--- config.mk ---
export PLATFORM = sky130hd
export DESIGN_NAME = regfile_bank_dbuf
export DESIGN_NICKNAME = d
export VERILOG_FILES = /design/src/rtl/regfile_pkg.sv /design/src/rtl/regfile_evt_sticky.sv /design/src/rtl/regfile_bank_dbuf.sv
export SDC_FILE = /design/constraint.sdc
export NUM_CORES = 1
export LEC_CHECK = 0
export BUFFER_PORTS_ARGS = -buffer_cell sky130_fd_sc_hd__buf_2
export CAP_MARGIN = 20
export CORE_MARGIN = 2
export CORE_UTILIZATION = 30
export DETAILED_ROUTE_END_ITERATION = 10
export RECOVER_POWER = 100
export REMOVE_ABC_BUFFERS = 1
export SLEW_MARGIN = 10
export SYNTH_ARGS = -nofsm -noshare
export SYNTH_HDL_FRONTEND = slang
export SYNTH_SLANG_ARGS = --single-unit
export TNS_END_PERCENT = 30
--- constraint.sdc ---
create_clock -name clk -period 6.2 [get_ports clk]
set_clock_uncertainty 0.2 [all_clocks]
set_input_delay 0.62 -clock clk [delete_from_list [all_inputs] [get_ports clk]]
set_output_delay 0.62 -clock clk [all_outputs]
set_load 0.02 [all_outputs]
--- src/rtl/regfile_pkg.sv ---
// regfile_pkg: shared offsets, types and region decode enum for the host register bank
package regfile_pkg;
    localparam int ADDR_WIDTH = 14;
    localparam int DATA_WIDTH = 16;
    localparam int OFS_RO = 'h40;
    localparam int OFS_EVT = 'h60;
    localparam int OFS_MASK = 'h61;
    localparam int OFS_DIRTY = 'h62;
    localparam int OFS_CMD = 'h80;
    typedef logic [ADDR_WIDTH-1:0] addr_t;
    typedef logic [DATA_WIDTH-1:0] data_t;
    typedef enum logic [2:0] {RW, RO, EVT, MASK, DIRTY, CMD, NONE} region_e;
endpackage

--- src/rtl/regfile_evt_sticky.sv ---
// regfile_evt_sticky: sticky event bits with W1C clear, mask and registered interrupt
module regfile_evt_sticky #(
    parameter int N_EVT = 16
) (
    input  logic             clk,
    input  logic             rst,
    input  logic [N_EVT-1:0] evt_in,
    input  logic             clr_en,
    input  logic             mask_we,
    input  logic [N_EVT-1:0] wdata,
    output logic [N_EVT-1:0] evt_sticky,
    output logic [N_EVT-1:0] evt_mask,
    output logic             irq
);
    always_ff @(posedge clk) begin
        if (rst) begin
            evt_sticky <= '0;
            evt_mask <= '0;
            irq <= 1'b0;
        end else begin
            // set is OR'd after the clear so a same-cycle event survives the W1C
            evt_sticky <= (evt_sticky & ~(clr_en ? wdata : '0)) | evt_in;
            if (mask_we) evt_mask <= wdata;
            irq <= |(evt_sticky & evt_mask);
        end
    end
endmodule

--- src/rtl/regfile_bank_dbuf.sv ---
// regfile_bank_dbuf: double-buffered host config bank with status, sticky events and command pulses
module regfile_bank_dbuf
    import regfile_pkg::*;
#(
    parameter int                     ADDR_W = 14,
    parameter int                     DATA_W = 16,
    parameter logic [ADDR_W-1:0]      BASE   = '0,
    parameter int                     N_RW   = 11,
    parameter logic [N_RW*DATA_W-1:0] RW_RST = '0,
    parameter int                     N_RO   = 2,
    parameter int                     N_EVT  = 16,
    parameter int                     CMD_W  = 10
) (
    input  logic                     clk,
    input  logic                     rst,
    input  logic                     wr_en,
    input  logic                     rd_en,
    input  logic [ADDR_W-1:0]        addr,
    input  logic [DATA_W-1:0]        write_data,
    output logic [DATA_W-1:0]        read_data,
    output logic                     rd_valid,
    output logic                     addr_err,
    output logic [N_RW*DATA_W-1:0]   cfg_active,
    input  logic                     commit_req,
    output logic                     commit_ack,
    input  logic [N_RO*DATA_W-1:0]   status_in,
    input  logic [N_EVT-1:0]         evt_in,
    output logic                     irq,
    output logic [CMD_W-1:0]         cmd_pulse,
    output logic                     cmd_valid
);
    logic [DATA_W-1:0] shadow [N_RW];
    logic [DATA_W-1:0] active [N_RW];
    logic [ADDR_W-1:0] off;
    logic [DATA_W-1:0] rd_mux;
    logic [N_EVT-1:0] evt_sticky, evt_mask;
    logic dirty, wr_rw, wr_cmd;
    region_e region;
    int o, idx;
    // one decode feeds both the read mux and the write enables
    always_comb begin
        off = addr - BASE;
        o = int'(off);
        region = NONE;
        idx = 0;
        if (o >= 1 && o <= N_RW) begin
            region = RW;
            idx = o - 1;
        end else if (o >= OFS_RO && o < OFS_RO + N_RO) begin
            region = RO;
            idx = o - OFS_RO;
        end else begin
            region = o == OFS_EVT ? EVT : o == OFS_MASK ? MASK : o == OFS_DIRTY ? DIRTY :
                     o == OFS_CMD ? CMD : NONE;
        end
    end
    assign wr_rw = wr_en && region == RW;
    assign wr_cmd = wr_en && region == CMD;
    always_comb begin
        rd_mux = '0;
        for (int i = 0; i < N_RW; i++) if (region == RW && idx == i) rd_mux = shadow[i];
        for (int i = 0; i < N_RO; i++) if (region == RO && idx == i) rd_mux = status_in[i*DATA_W +: DATA_W];
        if (region == EVT) rd_mux = DATA_W'(evt_sticky);
        if (region == MASK) rd_mux = DATA_W'(evt_mask);
        if (region == DIRTY) rd_mux = DATA_W'(dirty);
    end
    always_ff @(posedge clk) begin
        if (rst) begin
            for (int i = 0; i < N_RW; i++) begin
                shadow[i] <= RW_RST[i*DATA_W +: DATA_W];
                active[i] <= RW_RST[i*DATA_W +: DATA_W];
            end
            dirty <= 1'b0;
            commit_ack <= 1'b0;
            read_data <= '0;
            rd_valid <= 1'b0;
            addr_err <= 1'b0;
            cmd_pulse <= '0;
            cmd_valid <= 1'b0;
        end else begin
            // commit copies the pre-write shadow; a same-cycle write lands in shadow and stays dirty
            for (int i = 0; i < N_RW; i++) begin
                if (commit_req) active[i] <= shadow[i];
                if (wr_rw && idx == i) shadow[i] <= write_data;
            end
            dirty <= wr_rw || (dirty && !commit_req);
            commit_ack <= commit_req;
            read_data <= rd_en ? rd_mux : '0;
            rd_valid <= rd_en;
            addr_err <= (rd_en || wr_en) && region == NONE;
            cmd_valid <= wr_cmd;
            cmd_pulse <= wr_cmd ? write_data[CMD_W-1:0] : '0;
        end
    end
    for (genvar g = 0; g < N_RW; g++) assign cfg_active[g*DATA_W +: DATA_W] = active[g];
    regfile_evt_sticky #(.N_EVT(N_EVT)) u_evt (
        .clk(clk),
        .rst(rst),
        .evt_in(evt_in),
        .clr_en(wr_en && region == EVT),
        .mask_we(wr_en && region == MASK),
        .wdata(write_data[N_EVT-1:0]),
        .evt_sticky(evt_sticky),
        .evt_mask(evt_mask),
        .irq(irq)
    );
endmodule

Word-level counts from Yosys, hierarchy flattened:

Memories as Yosys holds them, arrays and structs flattened.
Cells that the tools add are included.

* memories kept: 2
* register bits: 64
* input bits: 83
* logic and storage cells: 193
* bits in writable memories: 352
* output and inout bits: 207

Memories
* active: depth 11, width 16, rd ports 11, clocked after memory_dff 0, wr ports 11, line regfile_bank_dbuf.sv:33 `logic [DATA_W-1:0] active [N_RW];`
* shadow: depth 11, width 16, rd ports 11, clocked after memory_dff 0, wr ports 11, line regfile_bank_dbuf.sv:32 `logic [DATA_W-1:0] shadow [N_RW];`

* $lt $le $gt $ge: 4
* eq/ne operators: 20
* mux-type cells: 85
* reduce and logical (&&, ||, !) cells: 41
* add/sub/neg operators: 2
* bitwise logic cells: 28

Operators with widths (count)
* $mux 16: 38
* $eq 32x4->1 const B: 4
* $eq 32x5->1 const B: 3
* $eq 32x3->1 const B: 2
* $mux 32: 2
* $eq 14x8->1 const B: 3
* $mux 1: 39
* $and 16x16->16: 2
* $eq 32x2->1 const B: 1
* $logic_and 1x1->1: 32
* $logic_not 32->1: 1
* $or 1x1->1: 22
* $not 16->16: 1
* $or 16x16->16: 1
* $reduce_or 16->1: 1
* $sub 14x1->15 const B: 1
* $sub 14x7->15 const B: 1
* $eq 14x9->1 const B: 1
* $ge 14x1->1 const B: 1
* $ge 14x7->1 const B: 1
* $le 14x4->1 const B: 1
* $lt 14x7->1 const B: 1
* $mux 3: 4
* $eq 3x3->1 const B: 3
* other kinds (9): 14

Logic depth before layout (Yosys ltp):

* depth in word-level cells: 25
* depth in mapped cells: 15
* depth with buffers taken out: 12

By module:

Synthesis repeated with hierarchy kept, for this count alone.

* cell total of the unflattened synthesis: 1486
* area total of the unflattened synthesis: 18173.7 µm²

Modules (own cells, without submodules)
* regfile_bank_dbuf: area each 16957.5 µm², sequential area each 11190.7 µm², instances 1, cells each 1355
* regfile_evt_sticky: area each 1216.2 µm², sequential area each 660.6 µm², instances 1, cells each 131

Worst setup path after synthesis:

No wires, ideal clock.

* path kind: in2reg
* start point: in addr[3]
* end point: mem shadow[4][0] (enable)
* library setup time: 0.375 ns
* data arrival time: 3.853 ns
* path buffers: 3
* path slack: 1.773 ns
* cell stages on the path: 13
* required time: 5.625 ns
* cell sequence: buf_6 or4_4 a2111oi_4 a211o_1 buf_4 mux2i_1 o221ai_2 or4_4 or2_1 buf_6 inv_2 nand2_2 nand2b_1

RTL lines
* start, declared: line regfile_bank_dbuf.sv:18 `input logic [ADDR_W-1:0] addr,`
* end, declared: line regfile_bank_dbuf.sv:32

==> impl_metrics.tcl <==
set metrics [dict create \
    die_h_um 248 \
    finalSetupViolations 0 \
    ir_drop_uv 201 \
    gp_congestion 0.922 \
    port_buffers 289 \
    core-area_um2 58800 \
    period_minus_slack_ns 5.52 \
    rsz0062_at_grt "no" \
    dieArea_um2 61300 \
    synth-main-ff-cell "edfxtp_1" \
    totalWireLength_um 62000 \
    ys_warn_count 0 \
    cts_resized 0 \
    fin_crit_sh_pct 89.0 \
    final_hold_viol_count 0 \
    fmax_mhz 181 \
    crit_fanout 113 \
    max_slew_margin_pct -152 \
    power_density_nw_per_um2 307 \
    num-nets-final 1864 \
    crit_path_cell_trace "clkbuf_1 -> clkbuf_1 -> or2_4 -> buf_6" \
    async_reset_ff_share_pct 0 \
    dr.pass1.iters 5 \
    grt_first_pass_wirelength_um 87200 \
    min_path_type "input pin to register" \
    setup_tns_ns 0 \
    globalRouteOverflowTotal 0 \
    cts_max_path_buffers 3 \
    drtIter0Drc 1348 \
    drt-wirelength-per-cell_um 24.0 \
    violations "max-capacitance violations, max-slew violations" \
    grt_start_max_net_pins 114 \
    yosysSeqAreaShare_pct 66.6 \
    drv_slew 147 \
    ios 290 \
    required_ns 6.19 \
    yosysTopAreaCell "edfxtp_1" \
    synth_top_area_share_pct 59.4 \
    cts_root_buffer "clkbuf_16" \
    ant_nets 0 \
    avgSynthCellArea_um2 11.8 \
    synth-edff-count 352 \
    maxCapViolations 2 \
    core.rowCount 89 \
    netlist_area_um2 17800 \
    setup.worst_path.start_class "input pin" \
    track_usage_pct 19.6 \
    crit_top_cell "clkbuf_1" \
    instances_no_fill 2582 \
    cpPeakStageDelay_ns 2.69 \
    status "complete, but fails checks" \
    worstMarginPinSlew_ns 3.78 \
    crit_arrival_ns 5.51 \
    drive_gt1_share_pct 10.9 \
    drc_errors 0 \
    ys_top_cells_by_area "edfxtp_1 59%, dfxtp_1 7.2%, and2_1 6.0%" \
    crit_slowest_cell "clkbuf_1" \
    postSynthCellCount 1511 \
    grt_pass1_vias 12544 \
    clk-insertion-delay-late_ns 0.60 \
    clock_sinks 416 \
    cts_tree "built" \
    ff2ff_setup_slack_ns 4.06 \
    dp_hpwl_um 46000 \
    p_leak_uw 0.00755 \
    post_cts.repair.setup_buffers 0 \
    viasPerCell 5.09 \
    die_w_um 248 \
    postCtsHoldBufs 0 \
    end_kind "register" \
    numCtsBuffers 47 \
    route.vias.total 13132 \
    grt_antenna_before_repair 2 \
    htreeDepth 2 \
    antenna_cells 0 \
    area_delta_synth_final_pct 19.2 \
    path_clk_slew_ns 0.06 \
    ys_seq_elements 416 \
    path_class "input pin to register" \
    synthDistinctLibCells 78 \
    dpl.cell_count 2495 \
    start_util_pct 30.3 \
]
## critical path: cells and delay by family
kind	cells	cell delay, ns
buffers and inverters	3	3.61
and+or+nand+nor	1	1.02
## layer usage
metal / share of wire [%] / vias up / track usage [%]
met5: 0.018 / - / 0
met3: 8.7 / 110 / 4.29
met1: 42 / 6474 / 26.8
met2: 46 / 676 / 31.1
li1: - / 5870 / -
met4: 2.9 / 2 / 6.27
## state kept, by name (all words and copies together) (netlist names), 10 cells and up
register,count
u_evt.evt_sticky,16
shadow,176
active,176
cmd_pulse,10
read_data,16
u_evt.evt_mask,16
## report_power, final
part	internal, uW	switching, uW	leakage, uW	total (uW)
Combinational	112	341	0.00267	453
Clock	1620	1140	0.000750	2770
Sequential	3200	98.7	0.00413	3300
## metrics by stage
stage	worst slack [ns]	area [um2]	total power (uW)	hold WS (ns)	utilization, %
finish	0.679	21200	6520	0.0260	36.1
CTS	1.21	21500	6590	0.00484	36.6
detailed placement	0.612	20000	3830	0.265	34.0
floorplan	1.57	17400	3550	0.242	-
global placement	0.766	20000	3830	0.260	34.0
global route	0.375	21200	6700	0.0307	36.1
## layout by cell type (no fill, tap or decap), types with 26 or more instances in the layout
cell type	n
edfxtp_1	352
nor2_1	251
clkbuf_1	225
nand2_1	145
and2_1	88
and2_0	86
buf_2	80
a21oi_1	77
dfxtp_1	64
clkbuf_16	47
nand2b_1	30
o21ai_0	27
a221oi_1	26
## final cells by class
class,instances,area [um2]
clock inverter,24,241
timing repair buffer,314,1360
tap,773,967
multi-input combinational,968,5430
inverter,25,93.8
sequential,416,11900
clock buffer,62,1280
fill,5950,37600
## path summary, 6_finish.rpt
| path | start | to | cells past startpoint |
|---|---|---|---|
| setup / recovery | rst | active[0][121]$_SDFFCE_PN0P_ | 4 |
| hold / removal | evt_in[10] | u_evt.evt_sticky[10]$_SDFF_PP0_ | 3 |
| setup reg to reg | shadow[0][8]$_SDFFCE_PN0P_ | read_data[8]$_SDFF_PP0_ | 6 |
| hold reg to reg | u_evt.evt_mask[5]$_SDFFE_PP0P_ | u_evt.evt_mask[5]$_SDFFE_PP0P_ | 2 |
## Yosys cell counts (10+ instances only)
master    number
edfxtp_1     352
nor2_1       250
and2_1       172
nand2_1      145
clkbuf_1      78
a21oi_1       77
dfxtp_1       64
nand2b_1      30
a221oi_1      25
nor2b_1       25
o21ai_0       25
inv_1         23
mux2i_1       16
nand3_1       16
buf_2         14
and3_1        10
## logic make-up (layout without fill, tap and decap cells)
group                    Yosys count  count (layout)  synth area share [%]
AO/OA/AOI/OAI                    229             229                  8.99
flip-flops                       416             416                  66.6
XOR/XNOR                           2               2                0.0984
AND/OR/NAND/NOR                  706             706                  19.5
adder cells (fa/ha/maj)            9               9                 0.633
buffers and inverters            127             425                  2.88
multiplexers                      22              22                  1.28
Note: power is estimated with default switching activity, not from simulation.
